--- src/rtl/isa_pkg.sv ---
// Shared ISA definitions for the instruction encoder/loader: opcodes, formats,
// bit positions of every field in the 16-bit word, and the legality rule.
package isa_pkg;

  localparam int WORD_W    = 16;
  localparam int OPC_LSB   = 12;
  localparam int OPC_W     = 4;
  localparam int REG_W     = 3;
  localparam int RD_LSB    = 9;
  localparam int RS1_LSB   = 6;
  localparam int RS2_LSB   = 3;
  localparam int NZIMM_LSB = 0;
  localparam int NZIMM_W   = 6;
  localparam int IMM7_LSB  = 2;
  localparam int IMM7_W    = 7;
  localparam int BASE_LSB  = 0;
  localparam int BASE_W    = 2;
  localparam int OFF_LSB   = 0;
  localparam int OFF_W     = 9;
  localparam int IMM_IN_W  = 9;

  typedef enum logic [3:0] {
    OP_LW   = 4'b0000,
    OP_SW   = 4'b0001,
    OP_ADD  = 4'b0010,
    OP_ADDI = 4'b0011,
    OP_SUB  = 4'b0100,
    OP_LB   = 4'b0101,
    OP_AND  = 4'b0110,
    OP_OR   = 4'b0111,
    OP_SLLI = 4'b1000,
    OP_SRLI = 4'b1001,
    OP_BR0  = 4'b1010,
    OP_BR1  = 4'b1011
  } opcode_e;

  typedef enum logic [1:0] {
    FMT_R,
    FMT_I6,
    FMT_I7,
    FMT_B
  } format_e;

  // Opcodes above OP_BR1 have no format; they fall back to FMT_R and are
  // rejected by is_legal before anything is written.
  function automatic format_e get_format(input logic [OPC_W-1:0] op);
    format_e fmt;
    case (op)
      OP_ADD, OP_SUB, OP_AND, OP_OR: fmt = FMT_R;
      OP_ADDI, OP_SLLI, OP_SRLI:     fmt = FMT_I6;
      OP_LW, OP_SW, OP_LB:           fmt = FMT_I7;
      OP_BR0, OP_BR1:                fmt = FMT_B;
      default:                       fmt = FMT_R;
    endcase
    return fmt;
  endfunction

  function automatic logic is_legal(input logic [OPC_W-1:0] op,
                                    input logic [IMM_IN_W-1:0] imm);
    logic ok;
    ok = 1'b1;
    if (op > OP_BR1) begin
      ok = 1'b0;
    end else if (get_format(op) == FMT_I6 && imm[NZIMM_W-1:0] == '0) begin
      ok = 1'b0;
    end
    return ok;
  endfunction

endpackage

--- src/rtl/instr_pack.sv ---
// Combinational packer: decoded instruction fields -> 16-bit instruction word
// plus a legal flag. Field bits not used by the selected format are ignored.
module instr_pack
  import isa_pkg::*;
(
  input  logic [OPC_W-1:0]    opcode,
  input  logic [REG_W-1:0]    rd,
  input  logic [REG_W-1:0]    rs1,
  input  logic [REG_W-1:0]    rs2,
  input  logic [IMM_IN_W-1:0] imm,
  output logic [WORD_W-1:0]   word,
  output logic                legal
);

  always_comb begin
    word = '0;
    word[OPC_LSB +: OPC_W] = opcode;
    word[RD_LSB +: REG_W]  = rd;
    case (get_format(opcode))
      FMT_R: begin
        word[RS1_LSB +: REG_W] = rs1;
        word[RS2_LSB +: REG_W] = rs2;
      end
      FMT_I6: begin
        word[RS1_LSB +: REG_W]     = rs1;
        word[NZIMM_LSB +: NZIMM_W] = imm[NZIMM_W-1:0];
      end
      FMT_I7: begin
        word[IMM7_LSB +: IMM7_W] = imm[IMM7_W-1:0];
        word[BASE_LSB +: BASE_W] = rs1[BASE_W-1:0];
      end
      FMT_B: begin
        word[OFF_LSB +: OFF_W] = imm[OFF_W-1:0];
      end
      default: ;
    endcase
    legal = is_legal(opcode, imm);
  end

endmodule

--- src/rtl/instr_encoder_loader.sv ---
// Program loader: packs decoded fields and writes them sequentially into imem.
// Optional post-write readback verification is enabled by ENCODER_READBACK_EN.
module instr_encoder_loader
  import isa_pkg::*;
#(
  parameter int ADDR_W = 6,
  parameter int DEPTH  = 64
) (
  input  logic                clk,
  input  logic                rst,
  input  logic                clear,
  input  logic                in_valid,
  output logic                in_ready,
  input  logic [OPC_W-1:0]    in_opcode,
  input  logic [REG_W-1:0]    in_rd,
  input  logic [REG_W-1:0]    in_rs1,
  input  logic [REG_W-1:0]    in_rs2,
  input  logic [IMM_IN_W-1:0] in_imm,
  output logic                imem_we,
  output logic [ADDR_W-1:0]   imem_addr,
  output logic [WORD_W-1:0]   imem_wdata,
  input  logic [WORD_W-1:0]   imem_rdata,
  output logic [ADDR_W:0]     count,
  output logic                full,
  output logic                err_illegal,
  output logic                err_mismatch
);

  typedef enum logic [2:0] {
    S_IDLE,
    S_WRITE,
    S_RB_ADDR,
    S_RB_CMP,
    S_FULL
  } state_e;

  localparam logic [ADDR_W:0] DEPTH_C = DEPTH[ADDR_W:0];
  localparam logic [ADDR_W:0] ONE_C   = (ADDR_W + 1)'(1);

  state_e              state;
  logic [WORD_W-1:0]   packed_word;
  logic                packed_legal;
  logic [ADDR_W:0]     count_inc;
  logic                accept;

  instr_pack u_pack (
    .opcode (in_opcode),
    .rd     (in_rd),
    .rs1    (in_rs1),
    .rs2    (in_rs2),
    .imm    (in_imm),
    .word   (packed_word),
    .legal  (packed_legal)
  );

  assign count_inc = count + ONE_C;
  assign full      = (count == DEPTH_C);
  assign in_ready  = (state == S_IDLE) && !full && !clear;
  assign accept    = in_valid && in_ready;

  // imem_wdata doubles as the stored copy of the last word for readback, so
  // it and imem_addr hold their values after the write strobe drops.
  always_ff @(posedge clk or posedge rst) begin
    if (rst) begin
      state       <= S_IDLE;
      count       <= '0;
      imem_we     <= 1'b0;
      imem_addr   <= '0;
      imem_wdata  <= '0;
      err_illegal <= 1'b0;
    end else if (clear) begin
      state       <= S_IDLE;
      count       <= '0;
      imem_we     <= 1'b0;
      err_illegal <= 1'b0;
    end else begin
      case (state)
        S_IDLE: begin
          if (accept) begin
            if (packed_legal) begin
              state      <= S_WRITE;
              imem_we    <= 1'b1;
              imem_addr  <= count[ADDR_W-1:0];
              imem_wdata <= packed_word;
            end else begin
              err_illegal <= 1'b1;
            end
          end
        end
        S_WRITE: begin
          imem_we <= 1'b0;
          count   <= count_inc;
`ifdef ENCODER_READBACK_EN
          state   <= S_RB_ADDR;
`else
          state   <= (count_inc == DEPTH_C) ? S_FULL : S_IDLE;
`endif
        end
`ifdef ENCODER_READBACK_EN
        S_RB_ADDR: begin
          state <= S_RB_CMP;
        end
        S_RB_CMP: begin
          state <= full ? S_FULL : S_IDLE;
        end
`endif
        S_FULL: begin
          state <= S_FULL;
        end
        default: begin
          state <= S_IDLE;
        end
      endcase
    end
  end

`ifdef ENCODER_READBACK_EN
  // Read data for the written address arrives during RB_CMP (sync memory).
  always_ff @(posedge clk or posedge rst) begin
    if (rst) begin
      err_mismatch <= 1'b0;
    end else if (clear) begin
      err_mismatch <= 1'b0;
    end else if (state == S_RB_CMP && imem_rdata != imem_wdata) begin
      err_mismatch <= 1'b1;
    end
  end
`else
  logic unused_rdata;
  assign unused_rdata = ^imem_rdata;
  assign err_mismatch = 1'b0;
`endif

endmodule

--- config.mk ---
export PLATFORM = sky130hd
export DESIGN_NAME = instr_encoder_loader
export DESIGN_NICKNAME = d
export VERILOG_FILES = /design/src/rtl/isa_pkg.sv /design/src/rtl/instr_pack.sv /design/src/rtl/instr_encoder_loader.sv
export SDC_FILE = /design/constraint.sdc
export NUM_CORES = 1
export LEC_CHECK = 0
export CAP_MARGIN = 10
export CORE_MARGIN = 4
export CORE_UTILIZATION = 40
export CTS_BUF_LIST = sky130_fd_sc_hd__clkbuf_2 sky130_fd_sc_hd__clkbuf_4 sky130_fd_sc_hd__clkbuf_8
export DETAILED_ROUTE_END_ITERATION = 8
export GPL_TIMING_DRIVEN = 1
export MAX_ROUTING_LAYER = met4
export PLACE_DENSITY = 0.78
export SYNTH_ARGS = -nofsm -noshare
export SYNTH_HDL_FRONTEND = slang
export SYNTH_SLANG_ARGS = --single-unit
--- constraint.sdc ---
create_clock -name clk -period 3.35 [get_ports clk]
set_clock_uncertainty 0.2 [all_clocks]
set_input_delay 0.5025 -clock clk [delete_from_list [all_inputs] [get_ports clk]]
set_output_delay 0.5025 -clock clk [all_outputs]
set_load 0.05 [all_outputs]
; ---- Word level (Yosys, flattened, before mapping)
; Memories as Yosys holds them, arrays and structs flattened.
; Index checks and enable logic that the tools add are counted.
[totals]
ff_bits = 34
latch_bits = 0
ram_bits = 0
rom_bits = 64
input_bits = 42
out_inout_bits = 34
wordCells = 60
n_memories = 2
[mem_list]
columns = name, words, width, read_ports, rd_clocked_by_memory_dff, wr, line
row1 = (name not given), 16, 2, 1, 0, 0, isa_pkg.sv:48  ; case (op)
row2 = (name not given), 16, 2, 1, 0, 0, isa_pkg.sv:48
[op_classes]
addsub = 1
mul = 0
n_div = 0
n_lt_le_gt_ge = 1
eq_ne = 11
shifts = 0
muxes = 20
bitwise_logic = 1
reduce_logical = 18
[op_table]
columns = op, count
row1 = 6-bit case mux with 4 select lines, 1
row2 = "7-bit == test, second input constant", 2
row3 = 7-bit 2-to-1 mux, 2
row4 = 3-bit 2-to-1 mux, 4
row5 = 1-bit 2-to-1 mux, 9
row6 = 3-bit case mux with 3 select lines, 1
row7 = "7-bit by 1-bit adder with 7-bit output, second input constant", 1
row8 = 6-bit zero test, 1
row9 = "3-bit inequality test, second input constant", 2
row10 = 3-bit case mux with 2 select lines, 1
row11 = 3-bit AND reduction, 2
row12 = 2-bit nonzero test, 3
row13 = "2-bit by 1-bit == test with 1-bit output, second input constant", 2
row14 = "2-bit == test, second input constant", 2
row15 = "4-bit greater-than comparator, second input constant", 1
row16 = 1-bit logical AND, 4
row17 = 4-bit AND reduction, 1
row18 = "3-bit by 1-bit == test with 1-bit output, second input constant", 1
row19 = "3-bit == test, second input constant", 1
row20 = 3-bit zero test, 1
row21 = 3-bit nonzero test, 1
row22 = 1-bit zero test, 2
row23 = 2-bit zero test, 1
row24 = 2-bit 2-to-1 mux, 1
row25 = 5 further kinds, 5

; ---- Depth between registers and ports, before layout
; Gate-level depths: netlist of the first run.
[logic_depth]
word_depth = 10
depth_mapped = 8
ltp_nobuf = 7

; ---- Cells and area by module
; Synthesis of the first run repeated with hierarchy kept, for this count alone.
[unflattened]
hier_cells = 152
area_unflattened_um2 = 1855.5
[modules_own_cells]
columns = module, instances, cells_per_inst, area_per_inst_um2, seq_area_each_um2
row1 = instr_encoder_loader, 1, 114, 1565.3, 825.8
row2 = instr_pack, 1, 38, 290.3, 0.0

; ---- Worst setup path before layout of the first run
; No wires, ideal clock.
[synth_path]
path_kind = register to output
startpoint = register count[2]
endpoint = output full
t_arrival_ns = 2.101
required_time_ns = 2.647
setup_slack_ns = 0.547
path_stages_with_launch = 4
n_path_buf = 1
path_cell_list = dfrtp_1 -> buf_6 -> or2_1 -> nor3_1
[synth_via]
elab_chain_cells = 1
[synth_lines]
columns = element, line
row1 = "start, declared", instr_encoder_loader.sv:23  ; output logic [ADDR_W:0] count,
row2 = "start signal, assigned", instr_encoder_loader.sv:92  ; count <= count_inc;
row3 = 7-bit == test, instr_encoder_loader.sv:57  ; assign full = (count == DEPTH_C);
row4 = "end, declared", instr_encoder_loader.sv:24  ; output logic full,
; Every way passes these cells.

; ---- Final worst setup path of the first run
[layout_path]
startpoint = register count[1]
endpoint = output full
; The elaborated chain is that of the path after synthesis.

==> results of run 1 <==
[registers in the layout, summed over array words and instances, names as in the netlist]
register / flops
imem_addr: 6
imem_we: 1
imem_wdata: 16
err_illegal: 1
count: 7
state: 2
[layout make-up]
cell class | count | area, µm² | share of cell area [%]
clock buffers | 5 | 68.8 | 2.91
clock inverters | 3 | 46.3 | 1.95
inverters | 6 | 22.5 | 0.951
multi-input cells | 114 | 724 | 30.6
flip-flops and latches | 33 | 826 | 34.9
well taps | 48 | 60.1 | 2.54
repair buffers | 62 | 621 | 26.2
[report_power, final]
group	total (mW)	internal (mW)	switching [mW]
Combinational	0.377	0.140	0.237
Clock	0.383	0.223	0.161
Sequential	0.466	0.441	0.0240
[metrics by stage]
step / hold WS, ns / worst slack [ns] / instances / utilization (%)
6_report: 0.279 / 0.531 / 271 / 62.4
2_1_floorplan: 0.319 / 0.547 / 161 / -
3_3_place_gp: 0.260 / 0.677 / 263 / 59.3
3_5_place_dp: 0.269 / 0.617 / 263 / 59.3
5_1_grt: 0.310 / 0.418 / 271 / 62.4
4_1_cts: 0.286 / 0.510 / 271 / 62.4
[routing by layer]
| metal | share of wire (%) | GRT usage, % | up-vias |
|---|---|---|---|
| met5 | 0 | - | - |
| met4 | 2.0 | 6.89 | 0 |
| met3 | 8.8 | 5.61 | 7 |
| met2 | 45 | 24.8 | 55 |
| met1 | 44 | 21.0 | 640 |
| li1 | - | - | 681 |
[kinds of logic after synthesis]
family	Yosys count	synth area share, %
flip-flops	33	50.7
buffers and inverters	14	4.84
XOR/XNOR	7	3.76
multiplexers	9	6.68
adder cells (fa/ha/maj)	3	2.30
AO/OA/AOI/OAI	40	14.9
AND/OR/NAND/NOR	54	16.6
other	1	0.230
[worst reg2reg max path: stages (launching register included)]
cell                      delay, ns
sky130_fd_sc_hd__dfrtp_1       0.48
sky130_fd_sc_hd__inv_1         0.14
sky130_fd_sc_hd__ha_1          0.17
sky130_fd_sc_hd__nand2_1       0.07
sky130_fd_sc_hd__o31a_1        0.31
sky130_fd_sc_hd__nand4_4       0.19
sky130_fd_sc_hd__buf_12        0.19
sky130_fd_sc_hd__mux2_2        0.35
[cells in the mapped netlist (all sizes together)]
library cell / number / area, µm²
o21ai: 16 / 80.1
nand3: 3 / 15.0
ha: 3 / 37.5
xor2: 3 / 26.3
nor2b: 2 / 12.5
nand2b: 2 / 12.5
nor4: 1 / 6.26
conb: 1 / 3.75
or2: 2 / 12.5
nand2: 18 / 67.6
or4: 1 / 7.51
nor3: 3 / 15.0
o31a: 1 / 8.76
a31oi: 1 / 6.26
a21oi: 10 / 50.1
clkbuf: 3 / 11.3
xnor2: 4 / 35.0
nor4bb: 1 / 10.0
and3b: 1 / 8.76
o22ai: 1 / 6.26
a22oi: 3 / 22.5
inv: 6 / 22.5
buf: 5 / 45.0
nor2: 15 / 56.3
and2: 1 / 6.26
nand4: 4 / 40.0
dfrtp: 33 / 826
a32oi: 1 / 8.76
a22o: 6 / 52.6
a211oi: 1 / 7.51
mux2: 9 / 109
[path summary, 6_finish.rpt]
path	from	to	slack (ns)	depth (start not counted)
setup / recovery	count[1]	full	0.53	5
hold / removal	imem_wdata[0]	imem_wdata[0]	0.28	2
setup reg to reg	count[1]	imem_wdata[14]	1.14	7
hold reg to reg	imem_wdata[0]	imem_wdata[0]	0.28	2
max in group asynchronous	rst	imem_wdata[8]	2.24	3
min in group asynchronous	rst	imem_addr[0]	0.40	3
==> impl_metrics.prom, run 1 <==
# TYPE chip_impl_metric gauge
chip_impl_metric{name="initial_core_util",unit="%"} 42.9
chip_impl_metric{name="sum_of_negative_setup_slack",unit="ns"} 0
chip_impl_info{name="cts_tree",value="yes"} 1
chip_impl_metric{name="max-cap-violations",unit=""} 0
chip_impl_metric{name="clkLatencyLatePin",unit="ns"} 0.29
chip_impl_info{name="worst_hold_path_type",value="flip-flop to flip-flop"} 1
chip_impl_metric{name="n_antenna_cell",unit=""} 0
chip_impl_metric{name="placement_rows",unit=""} 22
chip_impl_metric{name="post-route-min-period",unit="ns"} 2.82
chip_impl_metric{name="cts_inserted_buffers",unit=""} 5
chip_impl_metric{name="chipWidth",unit="µm"} 71.8
chip_impl_metric{name="hpwl",unit="µm"} 2870
chip_impl_metric{name="power_leakage",unit="nW"} 1.02
chip_impl_metric{name="tightestPinTransition",unit="ns"} 0.653
chip_impl_metric{name="post_cts.repair.setup_buffers",unit=""} 0
chip_impl_metric{name="period_share",unit="%"} 84.2
chip_impl_metric{name="peakVddDrop",unit="V"} 0.000326
chip_impl_metric{name="bufs_and_invs_on_worst_path",unit=""} 2
chip_impl_metric{name="grt_usage",unit="%"} 16.8
chip_impl_info{name="most_frequent_standard_cell_in_the_layout_excluding_fill_and_tap_cells",value="sky130_fd_sc_hd__clkdlybuf4s50_1"} 1
chip_impl_metric{name="dpl-instance-area",unit="µm²"} 2250
chip_impl_metric{name="synth.yosys.seq_area_share",unit="%"} 50.7
chip_impl_metric{name="postCtsHoldBufs",unit=""} 0
chip_impl_info{name="endpoint_kind",value="primary output"} 1
chip_impl_metric{name="count_of_nets_after_finishing",unit=""} 267
chip_impl_metric{name="synth_cell_types",unit=""} 35
chip_impl_metric{name="mappedNetlistNets",unit=""} 206
chip_impl_metric{name="worst_ep_required_time",unit="ns"} 2.65
chip_impl_metric{name="post_route_cells_drive_above_1_share",unit="%"} 10.8
chip_impl_metric{name="route.vias.total",unit=""} 1383
chip_impl_metric{name="fin_hold_viols",unit=""} 0
chip_impl_info{name="cp_top_family",value="buffers and inverters"} 1
chip_impl_metric{name="fmaxAchievable",unit="MHz"} 355
chip_impl_metric{name="avgSynthCellArea",unit="µm²"} 10.1
chip_impl_metric{name="yosys_warns",unit=""} 0
chip_impl_metric{name="detail_route.first_pass.iterations",unit=""} 4
chip_impl_metric{name="timing.max_slew.rel_slack",unit="%"} 56.3
chip_impl_metric{name="cts_num_sinks",unit=""} 33
chip_impl_info{name="slowest_stage",value="sky130_fd_sc_hd__clkdlybuf4s50_1"} 1
chip_impl_metric{name="avgRoutedWirePerCell",unit="µm"} 14.3
chip_impl_metric{name="antenna_found_initial",unit=""} 0
chip_impl_metric{name="ant_nets",unit=""} 0
chip_impl_info{name="rsz0062_at_grt",value="no"} 1
chip_impl_metric{name="synth.cell_area",unit="µm²"} 1630
chip_impl_metric{name="fillCellCount",unit=""} 321
chip_impl_metric{name="routed_wirelength",unit="µm"} 3870
chip_impl_metric{name="grt_max_degree",unit=""} 34
chip_impl_info{name="ctsRootBufferMaster",value="sky130_fd_sc_hd__clkbuf_8"} 1
chip_impl_metric{name="die_h",unit="µm"} 71.8
chip_impl_info{name="sequence_of_cells_on_the_critical_path",value="inv_1 -> ha_1 -> nand2_1 -> nor3_1 -> clkdlybuf4s50_1"} 1
chip_impl_metric{name="ctsHtreeMaxLevel",unit=""} 2
chip_impl_info{name="outcome",value="completed"} 1
chip_impl_metric{name="via_per_inst",unit=""} 5.10
chip_impl_metric{name="pin_count",unit=""} 76
chip_impl_info{name="worstSetupPathType",value="flip-flop to primary output"} 1
chip_impl_metric{name="synth.ff_latch_count",unit=""} 33
chip_impl_metric{name="p_per_area",unit="nW/µm²"} 518
chip_impl_metric{name="reg_clk_slew_reported_paths",unit="ns"} 0.08
chip_impl_metric{name="timing.critical_path.slowest_cell_delay",unit="ns"} 0.83
chip_impl_metric{name="finalPower",unit="mW"} 1.23
chip_impl_info{name="worstSetupStartpointType",value="flip-flop"} 1
chip_impl_metric{name="post_cts_sizing_count",unit=""} 0
chip_impl_metric{name="post-route-drc-count",unit=""} 0
chip_impl_metric{name="clockBufferDepth",unit=""} 2
chip_impl_info{name="layout_common_cells",value="sky130_fd_sc_hd__clkdlybuf4s50_1 (57), sky130_fd_sc_hd__dfrtp_1 (33), sky130_fd_sc_hd__nand2_1 (18)"} 1
chip_impl_metric{name="first_global_vias",unit=""} 1380
chip_impl_metric{name="area_growth",unit="%"} 45.4
chip_impl_metric{name="cp_data_arrival_time",unit="ns"} 2.12
chip_impl_metric{name="floorplan.die_area",unit="µm²"} 5160
chip_impl_metric{name="critical_path_peak_fanout",unit=""} 7
chip_impl_metric{name="grt_remaining_overflow",unit=""} 0
chip_impl_metric{name="timing_max_transition_violations_final",unit=""} 0
chip_impl_metric{name="grt_pass1_wl",unit="µm"} 6490
chip_impl_metric{name="postSynthCellCount",unit=""} 161
chip_impl_metric{name="gp_routability_congestion",unit=""} 0.885
chip_impl_metric{name="coreArea",unit="µm²"} 3800
chip_impl_metric{name="drtIter0Drc",unit=""} 87
chip_impl_metric{name="postLayoutCellArea",unit="µm²"} 2370
chip_impl_metric{name="port_buffers",unit=""} 58
chip_impl_metric{name="final_setup_violation_count",unit=""} 0
No activity file was read; power rests on OpenSTA's default activity.
==> inputs of run 2 (changes only) <==
Clock period 3.35 ns to 2.93 ns, I/O delays scaled along.
==> impl_metrics.prom, run 2 (synthesis gave the netlist of run 1 again) <==
# TYPE chip_impl_metric gauge
chip_impl_metric{name="route.vias.total",unit=""} 1389
chip_impl_info{name="worst_hold_path_type",value="flip-flop to flip-flop"} 1
chip_impl_metric{name="final_setup_violation_count",unit=""} 0
chip_impl_metric{name="reg_clk_slew_reported_paths",unit="ns"} 0.07
chip_impl_metric{name="final_cell_count_no_fill",unit=""} 276
chip_impl_metric{name="post_cts.repair.setup_buffers",unit=""} 0
chip_impl_metric{name="ctsHtreeMaxLevel",unit=""} 2
chip_impl_metric{name="detail_route.first_pass.iterations",unit=""} 5
chip_impl_metric{name="cts_inserted_buffers",unit=""} 5
chip_impl_metric{name="fin_hold_viols",unit=""} 0
chip_impl_metric{name="finalPower",unit="mW"} 1.35
chip_impl_metric{name="postCtsHoldBufs",unit=""} 0
chip_impl_metric{name="clkLatencyLatePin",unit="ns"} 0.29
chip_impl_metric{name="peakVddDrop",unit="V"} 0.000324
chip_impl_metric{name="first_global_vias",unit=""} 1342
chip_impl_metric{name="count_of_nets_after_finishing",unit=""} 272
chip_impl_metric{name="postLayoutCellArea",unit="µm²"} 2390
chip_impl_metric{name="grt_max_degree",unit=""} 34
chip_impl_metric{name="n_antenna_cell",unit=""} 0
chip_impl_metric{name="chipWidth",unit="µm"} 71.8
chip_impl_info{name="rsz0062_at_grt",value="no"} 1
chip_impl_metric{name="power_leakage",unit="nW"} 1.04
chip_impl_metric{name="timing.critical_path.slowest_cell_delay",unit="ns"} 0.83
chip_impl_metric{name="drtIter0Drc",unit=""} 76
chip_impl_metric{name="tightestPinTransition",unit="ns"} 0.531
chip_impl_info{name="cp_top_family",value="buffers and inverters"} 1
chip_impl_metric{name="max_ffs_per_register",unit=""} 16
chip_impl_metric{name="worst_ep_required_time",unit="ns"} 2.29
chip_impl_metric{name="critical_path_peak_fanout",unit=""} 5
chip_impl_metric{name="avgRoutedWirePerCell",unit="µm"} 14.1
chip_impl_metric{name="post_cts_sizing_count",unit=""} 0
chip_impl_metric{name="bufs_and_invs_on_worst_path",unit=""} 1
chip_impl_metric{name="post-route-min-period",unit="ns"} 2.72
chip_impl_info{name="endpoint_kind",value="primary output"} 1
chip_impl_metric{name="placed_cells_incl_taps",unit=""} 268
chip_impl_metric{name="coreArea",unit="µm²"} 3800
chip_impl_metric{name="placement_rows",unit=""} 22
chip_impl_metric{name="grt_usage",unit="%"} 16.7
chip_impl_metric{name="floorplan.die_area",unit="µm²"} 5160
chip_impl_metric{name="ant_nets",unit=""} 0
chip_impl_info{name="worstSetupStartpoint",value="count[4]"} 1
chip_impl_info{name="outcome",value="completed"} 1
chip_impl_metric{name="grt_pass1_wl",unit="µm"} 6350
chip_impl_info{name="slowest_stage",value="sky130_fd_sc_hd__clkdlybuf4s50_1"} 1
chip_impl_info{name="biggest_registers_after_layout",value="imem_wdata x16, count x7, imem_addr x6"} 1
chip_impl_metric{name="fmaxAchievable",unit="MHz"} 368
chip_impl_info{name="ctsRootBufferMaster",value="sky130_fd_sc_hd__clkbuf_8"} 1
chip_impl_metric{name="via_per_inst",unit=""} 5.03
chip_impl_metric{name="area_growth",unit="%"} 46.9
chip_impl_metric{name="antenna_found_initial",unit=""} 0
chip_impl_metric{name="grt_remaining_overflow",unit=""} 0
chip_impl_metric{name="timing.max_slew.rel_slack",unit="%"} 64.5
chip_impl_metric{name="post_route_cells_drive_above_1_share",unit="%"} 12.7
chip_impl_metric{name="cp_data_arrival_time",unit="ns"} 2.08
chip_impl_info{name="sequence_of_cells_on_the_critical_path",value="or2_2 -> nor3_1 -> clkdlybuf4s50_1"} 1
chip_impl_info{name="worstSetupPathType",value="flip-flop to primary output"} 1
chip_impl_metric{name="port_buffers",unit=""} 58
chip_impl_metric{name="pin_count",unit=""} 76
chip_impl_metric{name="die_h",unit="µm"} 71.8
chip_impl_metric{name="timing_max_transition_violations_final",unit=""} 0
chip_impl_info{name="cts_tree",value="yes"} 1
chip_impl_metric{name="cts_num_sinks",unit=""} 33
chip_impl_metric{name="hpwl",unit="µm"} 2910
chip_impl_info{name="layout_common_cells",value="sky130_fd_sc_hd__clkdlybuf4s50_1 (57), sky130_fd_sc_hd__dfrtp_1 (33), sky130_fd_sc_hd__nand2_1 (18)"} 1
chip_impl_metric{name="period_share",unit="%"} 92.7
chip_impl_info{name="largest_reg_by_ff_count",value="imem_wdata"} 1
chip_impl_metric{name="gp_routability_congestion",unit=""} 0.842
chip_impl_metric{name="p_per_area",unit="nW/µm²"} 564
chip_impl_metric{name="max-cap-violations",unit=""} 0
chip_impl_metric{name="dpl-instance-area",unit="µm²"} 2290
chip_impl_info{name="worstSetupStartpointType",value="flip-flop"} 1
chip_impl_info{name="min-delay-start",value="imem_wdata[12]"} 1
chip_impl_metric{name="post-route-drc-count",unit=""} 0
chip_impl_metric{name="sum_of_negative_setup_slack",unit="ns"} 0
chip_impl_metric{name="routed_wirelength",unit="µm"} 3880
chip_impl_metric{name="clockBufferDepth",unit=""} 2
chip_impl_metric{name="initial_core_util",unit="%"} 42.9
chip_impl_info{name="r2r-start",value="count[1]"} 1
chip_impl_info{name="most_frequent_standard_cell_in_the_layout_excluding_fill_and_tap_cells",value="sky130_fd_sc_hd__clkdlybuf4s50_1"} 1
run 2: layout make-up:
cell class | instances | area (µm²)
Clock buffer | 7 | 96.3
Clock inverter | 1 | 5.00
Fill cell | 336 | 1410
Inverter | 6 | 22.5
Multi-Input combinational cell | 114 | 724
Sequential cell | 33 | 826
Tap cell | 48 | 60.1
Timing Repair Buffer | 67 | 658
run 2: metrics by stage:
stage               worst slack (ns)  hold slack (ns)  utilization [%]
global placement               0.333            0.261             60.3
global route                  0.0905            0.296             63.0
finish                         0.213            0.278             63.0
CTS                            0.191            0.286             63.0
floorplan                      0.190            0.319                -
detailed placement             0.270            0.270             60.3
run 2: path summary, 6_finish.rpt:
path                                  end  slack [ns]  cells past startpoint
hold reg to reg            imem_wdata[12]        0.28                      2
max in group asynchronous        count[5]        1.90                      3
setup / recovery                     full        0.21                      3
hold / removal             imem_wdata[12]        0.28                      2
min in group asynchronous    imem_addr[1]        0.34                      3
setup reg to reg            imem_wdata[0]        0.68                      8
run 2: where the power goes:
group	total [mW]	leakage, nW	internal, mW	switching [mW]
registers	0.530	0.433	0.505	0.0250
clock network	0.380	0.0542	0.212	0.167
logic	0.439	0.556	0.165	0.274
total	1.35	1.04	0.883	0.466
run 2: metal layers:
metal  vias up  track usage [%]  share of wire (%)  wire, µm
met3         5             6.45                9.1       352
met5         -                -                  0         0
met1       642             21.6                 46      1780
met4         0             6.26                1.2        48
met2        51             23.6                 44      1700
li1        691                -                  -         -
run 2: worst min-delay path, stage by stage, from the launching register on:
cell	delay, ns
sky130_fd_sc_hd__dfrtp_1	0.34
sky130_fd_sc_hd__nand2_1	0.04
sky130_fd_sc_hd__o21ai_0	0.06
==> inputs of run 3 (changes only) <==
Settings changed: CELL_PAD_IN_SITES_DETAIL_PLACEMENT set to 2, CELL_PAD_IN_SITES_GLOBAL_PLACEMENT set to 2, CORE_UTILIZATION 40 to 24, PLACE_DENSITY 0.78 to not set, PLACE_DENSITY_LB_ADDON set to 0.1.
==> impl_metrics.prom, run 3 (synthesis gave the netlist of run 1 again) <==
# TYPE chip_impl_metric gauge
chip_impl_info{name="outcome",value="completed"} 1
chip_impl_metric{name="critical_path_peak_fanout",unit=""} 7
chip_impl_metric{name="count_of_nets_after_finishing",unit=""} 271
chip_impl_metric{name="post-route-min-period",unit="ns"} 2.82
chip_impl_metric{name="fin_hold_viols",unit=""} 0
chip_impl_metric{name="first_global_vias",unit=""} 1680
chip_impl_metric{name="seq_area",unit="µm²"} 826
chip_impl_metric{name="tightestPinTransition",unit="ns"} 0.539
chip_impl_metric{name="hpwl",unit="µm"} 3860
chip_impl_metric{name="n_antenna_cell",unit=""} 0
chip_impl_metric{name="sum_of_negative_setup_slack",unit="ns"} 0
chip_impl_metric{name="clkLatencyLatePin",unit="ns"} 0.28
chip_impl_info{name="rsz0062_at_grt",value="no"} 1
chip_impl_metric{name="coreArea",unit="µm²"} 6460
chip_impl_metric{name="timing_max_transition_violations_final",unit=""} 0
chip_impl_metric{name="area_growth",unit="%"} 48.6
chip_impl_metric{name="avgRoutedWirePerCell",unit="µm"} 16.1
chip_impl_metric{name="timing.reg2reg.worst_path_depth",unit=""} 7
chip_impl_info{name="worst_setup_path_endpoint",value="full"} 1
chip_impl_info{name="endpoint_kind",value="primary output"} 1
chip_impl_metric{name="postLayoutCellArea",unit="µm²"} 2420
chip_impl_metric{name="grt_max_degree",unit=""} 34
chip_impl_metric{name="routed_wirelength",unit="µm"} 4910
chip_impl_metric{name="post-route-drc-count",unit=""} 0
chip_impl_metric{name="grt_remaining_overflow",unit=""} 0
chip_impl_metric{name="post_cts.repair.setup_buffers",unit=""} 0
chip_impl_metric{name="max-cap-violations",unit=""} 0
chip_impl_metric{name="chipWidth",unit="µm"} 90.4
chip_impl_metric{name="detail_route.first_pass.iterations",unit=""} 4
chip_impl_info{name="biggest_registers_after_layout",value="imem_wdata x16, count x7, imem_addr x6"} 1
chip_impl_metric{name="peakVddDrop",unit="V"} 0.000222
chip_impl_metric{name="power_leakage",unit="nW"} 1.04
chip_impl_info{name="cts_tree",value="yes"} 1
chip_impl_info{name="r2r-start",value="count[0]"} 1
chip_impl_info{name="ctsRootBufferMaster",value="sky130_fd_sc_hd__clkbuf_8"} 1
chip_impl_metric{name="cts_inserted_buffers",unit=""} 5
chip_impl_metric{name="placement_rows",unit=""} 29
chip_impl_metric{name="grt_pass1_wl",unit="µm"} 8270
chip_impl_metric{name="hold_path_depth",unit=""} 2
chip_impl_metric{name="multi_input_gate_area_in_the_final_layout",unit="µm²"} 724
chip_impl_metric{name="drtIter0Drc",unit=""} 29
chip_impl_info{name="worstSetupStartpointType",value="flip-flop"} 1
chip_impl_metric{name="antenna_found_initial",unit=""} 0
chip_impl_metric{name="postCtsHoldBufs",unit=""} 0
chip_impl_metric{name="via_per_inst",unit=""} 4.75
chip_impl_metric{name="fillCellCount",unit=""} 705
chip_impl_metric{name="pin_count",unit=""} 76
chip_impl_info{name="worstSetupStartpoint",value="count[1]"} 1
chip_impl_metric{name="max_ffs_per_register",unit=""} 16
chip_impl_metric{name="worst_ep_required_time",unit="ns"} 2.29
chip_impl_metric{name="ctsHtreeMaxLevel",unit=""} 2
chip_impl_metric{name="clockBufferDepth",unit=""} 2
chip_impl_metric{name="post_cts_sizing_count",unit=""} 0
chip_impl_metric{name="dpl-instance-area",unit="µm²"} 2320
chip_impl_metric{name="timing.max_slew.rel_slack",unit="%"} 64.0
chip_impl_info{name="most_frequent_standard_cell_in_the_layout_excluding_fill_and_tap_cells",value="sky130_fd_sc_hd__clkdlybuf4s50_1"} 1
chip_impl_metric{name="post_route_cells_drive_above_1_share",unit="%"} 12.3
chip_impl_info{name="layout_common_cells",value="sky130_fd_sc_hd__clkdlybuf4s50_1 (57), sky130_fd_sc_hd__dfrtp_1 (33), sky130_fd_sc_hd__nand2_1 (18)"} 1
chip_impl_info{name="worstSetupPathType",value="flip-flop to primary output"} 1
chip_impl_metric{name="route.vias.total",unit=""} 1443
chip_impl_info{name="largest_reg_by_ff_count",value="imem_wdata"} 1
chip_impl_metric{name="period_share",unit="%"} 96.3
chip_impl_info{name="r2r_end",value="imem_wdata[8]"} 1
chip_impl_metric{name="ff2ff_setup_slack",unit="ns"} 0.60
chip_impl_metric{name="floorplan.die_area",unit="µm²"} 8170
chip_impl_metric{name="initial_core_util",unit="%"} 25.2
chip_impl_metric{name="ant_nets",unit=""} 0
chip_impl_metric{name="fmaxAchievable",unit="MHz"} 354
chip_impl_metric{name="port_buffers",unit=""} 58
chip_impl_metric{name="die_h",unit="µm"} 90.4
chip_impl_metric{name="gp_routability_congestion",unit=""} 0.776
chip_impl_metric{name="reg_clk_slew_reported_paths",unit="ns"} 0.07
chip_impl_metric{name="p_per_area",unit="nW/µm²"} 559
chip_impl_metric{name="cts_num_sinks",unit=""} 33
chip_impl_metric{name="final_setup_violation_count",unit=""} 0
chip_impl_info{name="worst_hold_path_type",value="flip-flop to flip-flop"} 1
chip_impl_metric{name="grt_usage",unit="%"} 12.9
chip_impl_metric{name="cp_data_arrival_time",unit="ns"} 2.18
run 3: changes by cell type in the layout (fill, tap and decap cells not counted), sizes merged:
cell  previous run  this run
buf             10         9
run 3: worst min-delay path by stage:
stage | from | to | slack, ns
after floorplan | state[0] | state[2] | 0.32
after global placement | imem_wdata[3] | imem_wdata[3] | 0.26
after detailed placement | imem_wdata[2] | imem_wdata[2] | 0.27
after CTS | imem_wdata[2] | imem_wdata[2] | 0.29
after global routing | imem_wdata[2] | imem_wdata[2] | 0.32
final | imem_wdata[2] | imem_wdata[2] | 0.28
run 3: routing by layer:
metal | wire length [µm] | global-route usage (%) | vias to the layer above
li1 | - | - | 687
met5 | 0 | - | -
met1 | 2180 | 15.1 | 708
met4 | 41 | 3.06 | 0
met3 | 291 | 4.25 | 7
met2 | 2400 | 21.5 | 41
run 3: layout make-up:
type | count | area share [%]
clock buffer | 7 | 3.98
clock inverter | 1 | 0.207
inverter | 6 | 0.930
multi-input combinational | 114 | 29.9
sequential | 33 | 34.1
tap | 77 | 3.98
timing repair buffer | 66 | 26.9
run 3: stage by stage:
step	power (mW)	util [%]	setup WS [ns]	hold WS, ns	instances
after floorplan	0.808	-	0.190	0.319	161
after global placement	0.981	35.9	0.242	0.263	296
after detailed placement	0.992	35.9	0.151	0.273	296
after CTS	1.38	37.5	0.0903	0.289	304
after global routing	1.43	37.5	0.0340	0.323	304
final	1.35	37.5	0.108	0.284	304
run 3: power breakdown:
| part | internal [mW] | leakage (nW) | total, mW | switching, mW |
|---|---|---|---|---|
| Sequential | 0.505 | 0.433 | 0.535 | 0.0297 |
| Combinational | 0.163 | 0.552 | 0.441 | 0.278 |
| Clock | 0.212 | 0.0542 | 0.377 | 0.165 |
| Total | 0.881 | 1.04 | 1.35 | 0.473 |
run 3: worst max-delay path, cell delays in order (launching register included):
cell and delay, ns:
sky130_fd_sc_hd__dfrtp_1 0.47, sky130_fd_sc_hd__inv_1 0.14, sky130_fd_sc_hd__ha_1 0.16, sky130_fd_sc_hd__nand2_1 0.07, sky130_fd_sc_hd__nor3_1 0.22, sky130_fd_sc_hd__clkdlybuf4s50_1 0.85
